===== src/rtl/condicionador_botoes.sv =====
// condicionador_botoes
// Conditions the four raw game push-buttons for the memory-game datapath.
// The raw buttons go through a two-flop synchroniser and then a debounce FSM.
// Each accepted press produces one registered pulse:
//   - jogada_feita when exactly one button is pressed, which also updates the
//     one-hot play register;
//   - erro_multiplo when several buttons are pressed together.
// The FSM stays latched in PRESSIONADO until the release has been debounced,
// so a button that is held down can never be accepted twice.
module condicionador_botoes #(
    parameter int DEBOUNCE_CICLOS = 50000,
    parameter int CW              = 16
) (
    input  logic       clock,
    input  logic       reset,
    input  logic [3:0] botoes,
    input  logic       habilita,
    input  logic       limpa,
    output logic [3:0] jogada,
    output logic [1:0] codigo,
    output logic       jogada_feita,
    output logic       erro_multiplo,
    output logic       botao_ativo,
    output logic [3:0] db_estado
);

    typedef enum logic [1:0] {
        ESPERA       = 2'd0,
        FILTRA_PRESS = 2'd1,
        PRESSIONADO  = 2'd2,
        FILTRA_SOLTA = 2'd3
    } estado_t;

    // Terminal count. A value has to match on this many consecutive
    // filter cycles before the FSM leaves a FILTRA state.
    localparam logic [CW-1:0] CNT_MAX = CW'(DEBOUNCE_CICLOS - 1);

    logic [3:0]    sync1_q;
    logic [3:0]    sync2_q;
    logic [3:0]    botoesSinc;

    estado_t       estado_q, estado_d;
    logic [CW-1:0] cnt_q, cnt_d;
    logic [3:0]    cand_q, cand_d;
    logic [3:0]    jogada_q, jogada_d;
    logic          feita_q, feita_d;
    logic          erro_q, erro_d;
    logic          candUnico;

    // Two-flop synchroniser. The raw buttons are asynchronous to clock, and
    // the FSM only ever looks at the second stage.
    always_ff @(posedge clock or negedge reset) begin
        if (!reset) begin
            sync1_q <= 4'b0000;
            sync2_q <= 4'b0000;
        end else begin
            sync1_q <= botoes;
            sync2_q <= sync1_q;
        end
    end

    assign botoesSinc = sync2_q;

    // Only a candidate with exactly one button set counts as a valid play.
    assign candUnico = (cand_q == 4'b0001) || (cand_q == 4'b0010) ||
                       (cand_q == 4'b0100) || (cand_q == 4'b1000);

    // Next-state logic for the debounce FSM, its counter, the candidate and
    // the registered outputs. The pulses default to zero, so each one lasts
    // a single cycle. A clear from limpa is written first, which lets an
    // accept happening in the same cycle override it.
    always_comb begin
        estado_d = estado_q;
        cnt_d    = cnt_q;
        cand_d   = cand_q;
        jogada_d = jogada_q;
        feita_d  = 1'b0;
        erro_d   = 1'b0;

        if (limpa) begin
            jogada_d = 4'b0000;
        end

        case (estado_q)
            ESPERA: begin
                if (botoesSinc != 4'b0000) begin
                    cand_d   = botoesSinc;
                    cnt_d    = '0;
                    estado_d = FILTRA_PRESS;
                end
            end

            FILTRA_PRESS: begin
                if (botoesSinc != cand_q) begin
                    estado_d = ESPERA;
                end else if (cnt_q == CNT_MAX) begin
                    estado_d = PRESSIONADO;
                    if (habilita) begin
                        if (candUnico) begin
                            jogada_d = cand_q;
                            feita_d  = 1'b1;
                        end else begin
                            erro_d = 1'b1;
                        end
                    end
                end else begin
                    cnt_d = cnt_q + 1'b1;
                end
            end

            PRESSIONADO: begin
                if (botoesSinc == 4'b0000) begin
                    cnt_d    = '0;
                    estado_d = FILTRA_SOLTA;
                end
            end

            FILTRA_SOLTA: begin
                if (botoesSinc != 4'b0000) begin
                    estado_d = PRESSIONADO;
                end else if (cnt_q == CNT_MAX) begin
                    estado_d = ESPERA;
                end else begin
                    cnt_d = cnt_q + 1'b1;
                end
            end

            default: begin
                estado_d = ESPERA;
            end
        endcase
    end

    // State, counter, candidate and output registers. All of them are
    // cleared asynchronously by reset.
    always_ff @(posedge clock or negedge reset) begin
        if (!reset) begin
            estado_q <= ESPERA;
            cnt_q    <= '0;
            cand_q   <= 4'b0000;
            jogada_q <= 4'b0000;
            feita_q  <= 1'b0;
            erro_q   <= 1'b0;
        end else begin
            estado_q <= estado_d;
            cnt_q    <= cnt_d;
            cand_q   <= cand_d;
            jogada_q <= jogada_d;
            feita_q  <= feita_d;
            erro_q   <= erro_d;
        end
    end

    // Encode the registered one-hot play into its 2-bit code. Because the
    // code depends only on jogada_q, it changes in step with jogada.
    always_comb begin
        codigo = 2'd0;
        case (jogada_q)
            4'b0001: codigo = 2'd0;
            4'b0010: codigo = 2'd1;
            4'b0100: codigo = 2'd2;
            4'b1000: codigo = 2'd3;
            default: codigo = 2'd0;
        endcase
    end

    assign jogada        = jogada_q;
    assign jogada_feita  = feita_q;
    assign erro_multiplo = erro_q;
    assign botao_ativo   = (estado_q == PRESSIONADO) || (estado_q == FILTRA_SOLTA);
    assign db_estado     = {2'b00, estado_q};

endmodule


===== config.mk =====
export PLATFORM = sky130hd
export DESIGN_NAME = condicionador_botoes
export DESIGN_NICKNAME = d
export VERILOG_FILES = /design/src/rtl/condicionador_botoes.sv
export SDC_FILE = /design/constraint.sdc
export NUM_CORES = 1
export LEC_CHECK = 0
export CAP_MARGIN = 20
export CORE_ASPECT_RATIO = 1.5
export CORE_MARGIN = 4
export CORE_UTILIZATION = 59
export CTS_BUF_LIST = sky130_fd_sc_hd__clkbuf_16
export DETAILED_ROUTE_END_ITERATION = 7
export PLACE_DENSITY = 0.83
export SYNTH_ARGS = -nofsm -noshare
export SYNTH_HDL_FRONTEND = slang
export SYNTH_SLANG_ARGS = --single-unit
export TNS_END_PERCENT = 1

===== constraint.sdc =====
create_clock -name clock -period 3.65 [get_ports clock]
set_input_delay 0.365 -clock clock [delete_from_list [all_inputs] [get_ports clock]]
set_output_delay 0.365 -clock clock [all_outputs]
set_load 0.02 [all_outputs]

==> impl_results.md <==
* First-pass GRT wire length at 6440 µm
* CTS Root Cell: clkbuf_16
* Final Non-Filler Cells at 229
* Worst flop-to-flop path startpoint: cnt_q[10]
* CTS Hold Bufs at 0
* Slew HR at 57.5%
* Sequential share of the synthesized area at 49.7%
* Cells after Synth at 170
* WL/cell at 16.5 µm
* Area of placed instances at 2000 µm²
* Via density at 6.14
* Std-Cell Rows at 24
* Synth Warn # at 0
* Final hold slack at 348 ps
* Hold Fails Final Rpt at 0
* Crit path max-delay cell type: nor4_2
* Post-Syn Area at 1810 µm²
* Deepest level of the CTS H-tree at 2
* Critical path launch point type: register
* Worst-Skew Late Latency at 280 ps
* Most common cell after layout, fill and taps aside: dfrtp_1
* Core area at 2940 µm²
* Count of final setup violators at 0
* Setup ws final at 1390 ps
* DRT iter0 DRCs at 43
* Post-CTS setup buffers at 0
* Commonest non-fill, non-tap cells in the layout: 36 x dfrtp_1, 18 x clkdlybuf4s50_1, 16 x nor2_1
* Worst-margin pin slew at 632 ps
* Cell variety after synth at 47
* Num CTS Buffers at 5
* Clock-pin slew on the worst setup and hold paths at 50 ps
* Max-cap violations at 0
* Placed cells at 222
* Final Instance Area at 2130 µm²
* Data required time of the worst path at 3810 ps
* PwrDens at 579 nW/µm²
* Crit path largest cell delay at 470 ps
* Period utilisation layout at 61.9%
* Routability cong. at 0.927
* Final slew viol count at 0
* Post-synth top area share at 49.7%
* Total clock sinks at 36
* Share of layout cells above drive strength 1 at 10.0%
* Synth area leader: dfrtp_1
* Number of synthesized register bits at 36
* Top FF cell, synth: dfrtp_1
* Remaining DRCs at 0
* Hold Path Class: reg -> reg
* Synthesized area per cell at 10.7 µm²
* Die area at 4040 µm²
* Peak VDD IR at 0.443 mV
* Post-DRT Antenna Nets at 0
* Area contributors post-synth: dfrtp_1 50%, xnor2_1 4.8%, mux2_2 3.7%
* RSZ-0062 raised after global routing: no
* Min Tclk post-route at 2260 ps
* EDFF count, synth at 0
* Tot Pwr at 1.23 mW
* Crit. Startpoint: cnt_q[10]
* Count of input and output buffers at 18
* Setup WS pre-CTS at 1450 ps
* P&R area growth vs syn at 17.4%
* Worst Path Class, Setup: reg -> reg
* Drt first pass iters at 4
* Global-route usage over all layers at 21.5%
* Hold Startpoint: sync1_q[2]
* Fin nets at 199
* Nature of the critical path endpoint: register
* Final worst clock skew at 2.30 ps
* Initial Util at 61.6%
* Routed wire length at 3790 µm
* LEAKAGE at 0.883 nW
* Critical-path cell list: nor4b_1, nand3_1, nor4_2, nand4_1, mux2_2
* Largest net degree at the start of global routing at 37
* CTS tree: done
* Die Width at 53.3 µm
* Max Root-Sink Buffers at 2
* Total I/O pin count at 21
* CP arrival at 2420 ps
* Asr flop ratio synth at 100%
* Critical path peak fanout at 7
* Vias in the first global route at 1,409
* Chip height at 75.9 µm
* Status: finished clean
* Setup TNS at 0 ps
* Peak Freq at 442 MHz
* Hpwl dp at 2720 µm
* Initial antenna violation count at 0
* Fin util at 72.4%
* ANT cells at 0
* DR vias at 1,406
* Post-CTS sizing at 0
* Remaining Overflow, GRT at 0
critical path: cells and delay by family (launching register included):
kind | cells | cell delay, ps
simple gates | 4 | 1360
mux | 1 | 380
flops | 1 | 400
Yosys cell counts, types with 4 or more instances:
| cell type | number |
|---|---|
| mux2_2 | 6 |
| nor2b_1 | 6 |
| xnor2_1 | 10 |
| nor3_1 | 8 |
| a21oi_1 | 4 |
| nor4_1 | 7 |
| xor2_1 | 5 |
| dfrtp_1 | 36 |
| nand2_1 | 10 |
| nand3_1 | 6 |
| o21ai_0 | 5 |
| nor2_1 | 16 |
worst paths after layout:
check	end	slack, ps	cells past startpoint
max in group asynchronous	cnt_q[6]	2840	2
min in group asynchronous	cand_q[3]	500	2
min	botoesSinc[2]	350	0
max	jogada[1]	1390	5
min reg2reg	botoesSinc[2]	350	0
max reg2reg	jogada[1]	1390	5
where the power goes:
part	leakage (nW)	internal, mW	total (mW)	switching, mW
logic	0.346	0.138	0.322	0.184
clock network	0.0648	0.243	0.385	0.142
registers	0.472	0.445	0.526	0.0811
flip-flops by register name (all words and copies together), names as in the netlist:
signal,count
jogada_feita,1
estado_q,2
erro_multiplo,1
cand_q,4
cnt_q,16
jogada,4
sync1_q,4
botoesSinc,4
cell families after synthesis:
kind of cell,synth area share (%)
DFF,49.7
adders and majority gates,0.690
muxes,4.28
buffers and inverters,4.14
AOI/OAI and AO/OA,9.79
and+or+nand+nor,24.0
xor gates and xnor gates,7.24
other,0.207
cell type report:
cell class	count	area, µm²
Clock buffer	5	125
Clock inverter	2	7.51
Fill cell	210	812
Inverter	3	11.3
Multi-Input combinational cell	124	842
Sequential cell	36	901
Tap cell	39	48.8
Timing Repair Buffer	20	195
metal layers:
layer | up-vias | global-route usage (%) | part of all wire, %
met3 | 11 | 5.29 | 5.8
met5 | - | 0 | 0
li1 | 655 | - | -
met4 | 0 | 8.95 | 2.4
met1 | 697 | 24.7 | 37
met2 | 43 | 36.4 | 55
Note: power is estimated with default switching activity, not from simulation.
